### src/rtl/mem_param_slave.sv
// mem_param_slave
//   Word-addressed memory slave behind a simple valid/ready handshake.
//   A request is captured in IDLE. A write completes one cycle later and
//   commits at the end of that cycle. A read completes RD_LATENCY cycles
//   after capture. Addresses at or beyond DEPTH are flagged with err in
//   the completion cycle. They never touch the memory and read back as 0.
//
//   Optional feature: define MEM_BYTE_STROBE_EN to make writes honour
//   wstrb per byte lane. Without it every write replaces the full word.

module mem_param_slave #(
  parameter int DATA_WIDTH = 32,
  parameter int ADDR_WIDTH = 4,
  parameter int DEPTH      = 16,
  parameter int RD_LATENCY = 1
) (
  input  logic                    clk,
  input  logic                    rst,
  input  logic                    valid,
  input  logic                    wr_rd,
  input  logic [ADDR_WIDTH-1:0]   addr,
  input  logic [DATA_WIDTH-1:0]   wdata,
  input  logic [DATA_WIDTH/8-1:0] wstrb,
  output logic                    ready,
  output logic [DATA_WIDTH-1:0]   rdata,
  output logic                    err
);

  // Index width actually needed to address DEPTH words.
  localparam int IW = (DEPTH > 1) ? $clog2(DEPTH) : 1;

  // DEPTH widened by one bit so that DEPTH == 2**ADDR_WIDTH still fits.
  localparam logic [ADDR_WIDTH:0] LP_DEPTH = (ADDR_WIDTH+1)'(DEPTH);

  // Latency counter compare points; RD_LATENCY is limited to 1..4.
  localparam logic [2:0] LP_LAT    = 3'(RD_LATENCY);
  localparam logic [2:0] LP_LAT_M1 = 3'(RD_LATENCY - 1);

  typedef enum logic [1:0] {
    IDLE    = 2'd0,
    WR      = 2'd1,
    RD_WAIT = 2'd2
  } state_t;

  state_t                r_state;
  state_t                w_next_state;

  // Captured transaction.
  logic [ADDR_WIDTH-1:0] r_addr;
  logic [DATA_WIDTH-1:0] r_wdata;
  logic                  r_oor;

  // Cycles elapsed since capture while a read is in flight (1 .. RD_LATENCY).
  logic [2:0]            r_cnt;

  logic [DATA_WIDTH-1:0] r_rdata;
  logic [DATA_WIDTH-1:0] r_mem [DEPTH];

`ifdef MEM_BYTE_STROBE_EN
  localparam int NB = DATA_WIDTH / 8;
  logic [NB-1:0]         r_wstrb;
`else
  // Strobes have no effect when byte-lane writes are disabled.
  logic                  w_unused_wstrb;
  assign w_unused_wstrb = ^wstrb;
`endif

  logic                  w_capture;
  logic                  w_in_oor;
  logic                  w_rd_load;
  logic [ADDR_WIDTH-1:0] w_ld_addr;
  logic                  w_ld_oor;
  logic [IW-1:0]         w_ld_idx;
  logic [IW-1:0]         w_wr_idx;

  // A request is only accepted from IDLE. valid seen in any other state,
  // including the completion cycle, is left for the next IDLE cycle.
  assign w_capture = (r_state == IDLE) && valid;

  // Range check on the incoming address, registered together with it.
  assign w_in_oor  = ({1'b0, addr} >= LP_DEPTH);

  // rdata is loaded at the edge that opens the read completion cycle.
  // With a latency of 1 that edge is the capture edge itself, so the
  // address comes straight from the port. Otherwise the captured copy is used.
  assign w_rd_load = (w_capture && !wr_rd && (RD_LATENCY == 1)) ||
                     ((r_state == RD_WAIT) && (r_cnt == LP_LAT_M1));
  assign w_ld_addr = (r_state == IDLE) ? addr     : r_addr;
  assign w_ld_oor  = (r_state == IDLE) ? w_in_oor : r_oor;
  assign w_ld_idx  = w_ld_addr[IW-1:0];
  assign w_wr_idx  = r_addr[IW-1:0];

  // State register: reset returns to IDLE and drops any transaction in flight.
  always_ff @(posedge clk) begin
    // NOTE: clocked state uses non-blocking assignments so every flop samples pre-edge values.
    if (rst) begin
      r_state <= IDLE;
    end else begin
      r_state <= w_next_state;
    end
  end

  // Next-state logic: write takes one cycle, read waits out RD_LATENCY.
  always_comb begin
    // NOTE: default assignment first so no path leaves the signal unassigned (no latch).
    w_next_state = r_state;
    case (r_state)
      IDLE: begin
        if (valid) begin
          w_next_state = wr_rd ? WR : RD_WAIT;
        end
      end
      WR: begin
        w_next_state = IDLE;
      end
      RD_WAIT: begin
        if (r_cnt == LP_LAT) begin
          w_next_state = IDLE;
        end
      end
      default: begin
        w_next_state = IDLE;
      end
    endcase
  end

  // Output decode: one-cycle completion pulse, masked while reset is asserted
  // so a transaction cancelled by reset never shows a completion.
  always_comb begin
    ready = 1'b0;
    case (r_state)
      WR:      ready = ~rst;
      RD_WAIT: ready = (r_cnt == LP_LAT) & ~rst;
      default: ready = 1'b0;
    endcase
    err = ready & r_oor;
  end

  assign rdata = r_rdata;

  // Capture the request payload and start the read latency counter.
  always_ff @(posedge clk) begin
    if (rst) begin
      r_addr  <= '0;
      r_wdata <= '0;
      r_oor   <= 1'b0;
      r_cnt   <= 3'd0;
`ifdef MEM_BYTE_STROBE_EN
      r_wstrb <= '0;
`endif
    end else begin
      if (w_capture) begin
        r_addr  <= addr;
        r_wdata <= wdata;
        r_oor   <= w_in_oor;
        r_cnt   <= 3'd1;
`ifdef MEM_BYTE_STROBE_EN
        r_wstrb <= wstrb;
`endif
      end else if (r_state == RD_WAIT) begin
        r_cnt <= r_cnt + 3'd1;
      end
    end
  end

  // Read data register: updated only when a read completes, so writes and
  // idle cycles leave the last read value in place.
  always_ff @(posedge clk) begin
    if (rst) begin
      r_rdata <= '0;
    end else if (w_rd_load) begin
      r_rdata <= w_ld_oor ? '0 : r_mem[w_ld_idx];
    end
  end

  // Memory array: write commits at the edge that ends the WR cycle.
  // Out-of-range writes are dropped. Reset wins over a pending commit.
  always_ff @(posedge clk) begin
    if (rst) begin
      // NOTE: the array is cleared on reset because never-written words must read back as 0.
      for (int i = 0; i < DEPTH; i++) begin
        r_mem[i] <= '0;
      end
    end else if ((r_state == WR) && !r_oor) begin
`ifdef MEM_BYTE_STROBE_EN
      for (int b = 0; b < NB; b++) begin
        if (r_wstrb[b]) begin
          r_mem[w_wr_idx][8*b +: 8] <= r_wdata[8*b +: 8];
        end
      end
`else
      r_mem[w_wr_idx] <= r_wdata;
`endif
    end
  end

endmodule

### config.mk
export PLATFORM = sky130hd
export DESIGN_NAME = mem_param_slave
export DESIGN_NICKNAME = d
export VERILOG_FILES = /design/src/rtl/mem_param_slave.sv
export SDC_FILE = /design/constraint.sdc
export NUM_CORES = 1
export LEC_CHECK = 0
export BUFFER_PORTS_ARGS = -buffer_cell sky130_fd_sc_hd__buf_2
export CAP_MARGIN = 20
export CELL_PAD_IN_SITES_DETAIL_PLACEMENT = 1
export CELL_PAD_IN_SITES_GLOBAL_PLACEMENT = 2
export CORE_MARGIN = 5
export CORE_UTILIZATION = 38
export CTS_BUF_LIST = sky130_fd_sc_hd__clkbuf_16
export CTS_CLUSTER_SIZE = 24
export DETAILED_ROUTE_END_ITERATION = 6
export GPL_ROUTABILITY_DRIVEN = 0
export PLACE_DENSITY_LB_ADDON = 0.12
export SETUP_SLACK_MARGIN = 0.05
export SYNTH_ARGS = -nofsm -noshare
export SYNTH_HDL_FRONTEND = slang
export SYNTH_SLANG_ARGS = --single-unit
### constraint.sdc
create_clock -name clk -period 3.93 [get_ports clk]
set_input_delay 0.393 -clock clk [delete_from_list [all_inputs] [get_ports clk]]
set_output_delay 0.393 -clock clk [all_outputs]
set_load 0.05 [all_outputs]
======== Word level (Yosys, flattened, before mapping) ========
Memory sizes are Yosys's and may differ from the RTL's. A register that Yosys moved wholly into a read port is not among the register bits.
Cells that the tools add are included.
word-level totals
  flip-flop bits (word level) ............. 41
  latch bits .............................. 0
  RAM bits ................................ 512
  bits in read-only memories .............. 0
  input bits .............................. 44
  output and inout bits ................... 34
  word-level logic and storage cells ...... 41
  memories kept ........................... 1
memories
  memory  words  width  rd ports  clocked after memory_dff  wr ports  RTL line  source
  r_mem   16     32     1         1                         16        57        logic [DATA_WIDTH-1:0] r_mem [DEPTH];
cells by class
  add/subtract/negate cells ............... 1
  multipliers ............................. 0
  div/mod/pow operators ................... 0
  magnitude comparators ................... 0
  equal/unequal tests ..................... 5
  shift-type cells ........................ 0
  mux-type cells .......................... 16
  bitwise gates (word level) .............. 2
  reduce and logical (&&, ||, !) cells .... 11
operators with widths
  operator             count
  $mux 32              1
  $reduce_or 32->1     1
  $mux 1               8
  $mux 4               2
  $mux 2               3
  $ne 2x2->1 const B   2
  $pmux 2 s2           1
  $add 3x1->3 const B  1
  $eq 3x1->1 const B   1
  $logic_and 1x1->1    3
  $logic_not 3->1      1
  $eq 2x1->1 const B   1
  $eq 2x2->1 const B   1
  $logic_not 2->1      1
  $pmux 1 s2           1
  $reduce_and 2->1     1
  $reduce_bool 2->1    1
  $reduce_or 2->1      1
  $and 1x1->1          1
  $logic_not 1->1      1
  $logic_or 1x1->1     1
  $not 1->1            1

======== Depth between registers and ports, before layout ========
  word-level depth ........................ 6
  depth in mapped cells ................... 10

======== Worst setup path before layout ========
OpenSTA, ideal clock, no wires.
  path type ............................... reg-to-output
  start ................................... reg r_state[0]
  end ..................................... out ready
  data arrival time ....................... 1,984 ps
  data required time ...................... 3,537 ps
  setup slack ............................. 1,553 ps
  cell stages (with the launch flop) ...... 6
  path through ............................ dfxtp_1 > inv_1 > ha_1 > clkbuf_1 > a31oi_1 > nor3b_1
on the way
  word-level cells in the longest chain between the ends .. 2
  elaborated cells between the ends (all ways) .. 3
RTL lines
  item                                      RTL line  source
  start, declared                           45        state_t r_state;
  start signal, assigned                    99        r_state <= w_next_state;
  $eq 2x2->1 or $eq 2x1->1 (tied branches)  131       case (r_state)
  $pmux 1 s2 (*)                            131
  end, declared                             24        output logic ready,
Every way passes the cells marked *; elsewhere a longest branch is shown, timed or not.

======== Final worst setup path ========
  start ................................... reg r_state[0]
  end ..................................... reg r_rdata[30] (netlist: rdata[30]) (read register of r_mem)
on the way
  word-level cells in the longest chain between the ends .. 4
  elaborated cells between the ends (all ways) .. 7
RTL lines
  item               RTL line  source
  $logic_not 2->1    78, 88
  $logic_and 1x1->1  78        assign w_capture = (r_state == IDLE) && valid;
  $logic_and 1x1->1  86        assign w_rd_load = (w_capture && !wr_rd && (RD_LATENCY == 1)) ||
  $logic_or 1x1->1   86
  end, declared      56        logic [DATA_WIDTH-1:0] r_rdata;
Several ways; a longest one is shown, not always the timed one.
A chain may end at the register's enable or synchronous reset.

==> results.md <==
* Status: finished clean
* Area occupied by multi-input gates at 11100 µm²
* Synth cell types at 35
* Critical Path, Cell by Cell: inv_1, ha_1, buf_4, and2_4, buf_12, a22oi_1, o22ai_1, o31a_1, a311oi_1
* Cell Area, Synth at 28800 µm²
* # port buffers at a little over 70
* GRT Total Usage at 0.251
* Width of the die at 285 µm
* PostCTS Resize Cnt at 0
* Die area at slightly above 80000 µm²
* FP Rows at 100
* DR iter-0 viols at 2173
* Slew margin rel. at 0.429
* Worst reg2reg path depth at 9
* P_sw at 4270 µW
* Die height at 285 µm
* Ys flop type: edfxtp_1
* CP max FO at 44
* Post-route insts no fill at 3766
* DR vias at 22200
* Layout area overhead at 13.3%
* Pwr Total at 15200 µW
* CTS buffer count at approximately 70
* Root buffer cell: clkbuf_16
* DR WL/cell at 28.0 µm
* First-pass GRT wire length at 152000 µm
* Layout fillers at around 8000
* Setup TNS at 0 ns
* Sw frac at 0.280
* Clock H-tree levels at 3
* Drc violations at 0
* Vias in the first global route at ~23000
* DR pass1 iterations at 5
* Combinational Power Share at 0.135
* Clock Path Buffers at 3
* CORE AREA at 74700 µm²
* Buf+Inv Stages, Crit Path at 3
* Clock Skew at 0.0215 ns
* Hold Path Class: input pin to register
* Register area share after synthesis at 0.586
* Worst path slowest cell: ha_1
* Critical path depth at 9
* Critical path launch point type: register
* Antenna violations before repair at 7
* Slowest stage delay, CP at ~0.54 ns
* Min Clock Period, post-route at 3.00 ns
* Max-Cap Viols at 0
* Max Slew Vio Count at 0
* Syn nets at 2820
* Flops & latches, synth at 585
* CTS Sinks at 585
* Clock Latency Late Sink at between 0.6 and 0.7 ns
* Syn. warnings at 0
* Share of cells above drive strength 1 at 0.100
* Reg clk slew, reported paths at 0.06 ns
* Synth Instances at 2770
* Worst Tran Pin Value at roughly 0.86 ns
* Post-synth ARST share at 0
* Hold Fails Final Rpt at 0
* Avg Cell Area, Syn at between 10 and 15 µm²
* Power Dens Cells at 468 nW/µm²
* Worst Path Class, Setup: register to register
* Via density per instance at 5.91
* EDFF count, synth at 512
* Placed Cells at 3632
* Final setup fails at 0
* Io pins at 78
* Period utilization at 0.764
* Final HPWL DP at around 57000 µm
* F_max at 333 MHz
* RSZ-0062 raised after global routing: no
* Largest net degree at the start of global routing at 119
* Sequential power share at 0.474
* Fin util at 0.436
* Nets@finish at roughly 2800
* Total grt overflow at 0
* Clock power share at 0.390
* Hold Path Depth at 3
* Max IR drop VDD at 0.000264 V
* TritonCTS clock tree: done
* Initial Utilization at 0.385
* CP Data Required Time at roughly 4.4 ns
* Crit end category: register
* Final WL at around 110000 µm
* P_leak at 0.0119 µW
* CP Data Arrival Time at roughly 3.4 ns
* P_int at 11000 µW
* Register area at about 17000 µm²
* Antenna-violating nets left at 0
* Crit path max-delay family: buffers and inverters
[cell usage in the layout, fill, tap and decap left out, types with 3 or more instances in the layout]
cell type / count
nand2_1: 654
and2_1: 512
edfxtp_1: 512
a22oi_1: 192
a21oi_1: 165
dfxtp_1: 72
clkbuf_16: 71
buf_2: 70
o22ai_1: 64
o31a_1: 64
a22o_1: 64
buf_4: 52
inv_1: 40
nor2_1: 36
or3_1: 33
a221o_1: 32
a311oi_1: 32
buf_12: 28
or2_2: 16
nor2_4: 13
clkinv_1: 12
clkinv_2: 7
ha_1: 6
dlygate4sd3_1: 5
nor3_1: 4
a31oi_4: 4
nor3_2: 4
nor3b_1: 3
nand2b_1: 3
[sequential cells by signal, summed over array words and instances, names as in the netlist]
name / flops
r_mem: 512
r_wdata: 32
r_state: 2
r_addr: 4
rdata: 32
r_cnt: 3
[routing by layer]
layer / GRT usage / up-vias / wire, µm
met4: 0.0729 / 0 / 2780
met5: 0 / - / 0
met3: 0.0453 / 164 / 7570
met1: 0.337 / 11500 / 45100
met2: 0.419 / 770 / 50000
li1: - / 9811 / -
[metrics by stage]
| stage | worst slack, ns | instance area, µm² | hold slack (ns) |
|---|---|---|---|
| floorplan | 1.55 | 28800 | 0.482 |
| global placement | 1.02 | 30500 | 0.487 |
| global route | 0.816 | 32600 | 0.0189 |
| detailed placement | 0.974 | 30500 | 0.499 |
| CTS | 0.950 | 32600 | 0.000965 |
| finish | 0.927 | 32600 | 0.0283 |
[Yosys cell counts, types with 8 or more instances]
library cell / n / share of area
nor2_1: 48 / 0.0063
edfxtp_1: 512 / 0.53
nand2_1: 655 / 0.086
nor3_1: 8 / 0.0014
inv_1: 8 / 0.0010
a21oi_1: 165 / 0.029
buf_1: 9 / 0.0012
or3_1: 33 / 0.0072
buf_2: 39 / 0.0068
a22o_1: 64 / 0.019
or2_2: 16 / 0.0035
and2_1: 514 / 0.11
a22oi_1: 192 / 0.050
clkbuf_1: 205 / 0.027
a221o_1: 32 / 0.011
o31a_1: 64 / 0.019
o22ai_1: 65 / 0.014
a311oi_1: 32 / 0.0097
dfxtp_1: 73 / 0.051
[power by group through the flow]
stage	Combinational, µW	Sequential (µW)	Clock, µW
after floorplan	1180	7350	0
after global placement	2020	7330	0
after detailed placement	2050	7350	0
after CTS	2060	7220	6060
after global routing	2200	7260	6360
final	2060	7230	5950
[timing repair]
action	in CTS	in global routing
endpoints found under the hold margin	5	0
hold buffers	5	0
setup buffers	0	0
[tightest hold or removal path: stages]
cell     delay [ns]
buf_2          0.09
nand2_1        0.04
a21oi_1        0.05
[final cells by class]
type | instances | share of cell area
repair buffers | 156 | 0.0419
diodes | 2 | 0.000154
well taps | 969 | 0.0372
clock inverters | 56 | 0.00860
multi-input cells | 1918 | 0.340
flip-flops and latches | 585 | 0.517
inverters | 9 | 0.00104
clock buffers | 71 | 0.0545
[kinds of logic (layout without fill, tap and decap cells)]
kind of cell,Yosys count,count (layout),synth area share
compound gates,623,623,0.155
buf+inv,267,292,0.0373
mux,2,2,0.000696
xor+xnor,2,2,0.000609
fa+ha+maj,6,6,0.00261
flops,585,585,0.586
simple gates,1284,1284,0.218
other cells,1,3,0.000130
[path summary, 6_finish.rpt]
path	start	end	slack, ns
max	r_state[0]	rdata[30]	0.93
min	wdata[19]	r_wdata[19]	0.03
max reg2reg	r_state[0]	rdata[30]	0.93
min reg2reg	rdata[10]	rdata[10]	0.50
(Power assumes the default switching activity.)
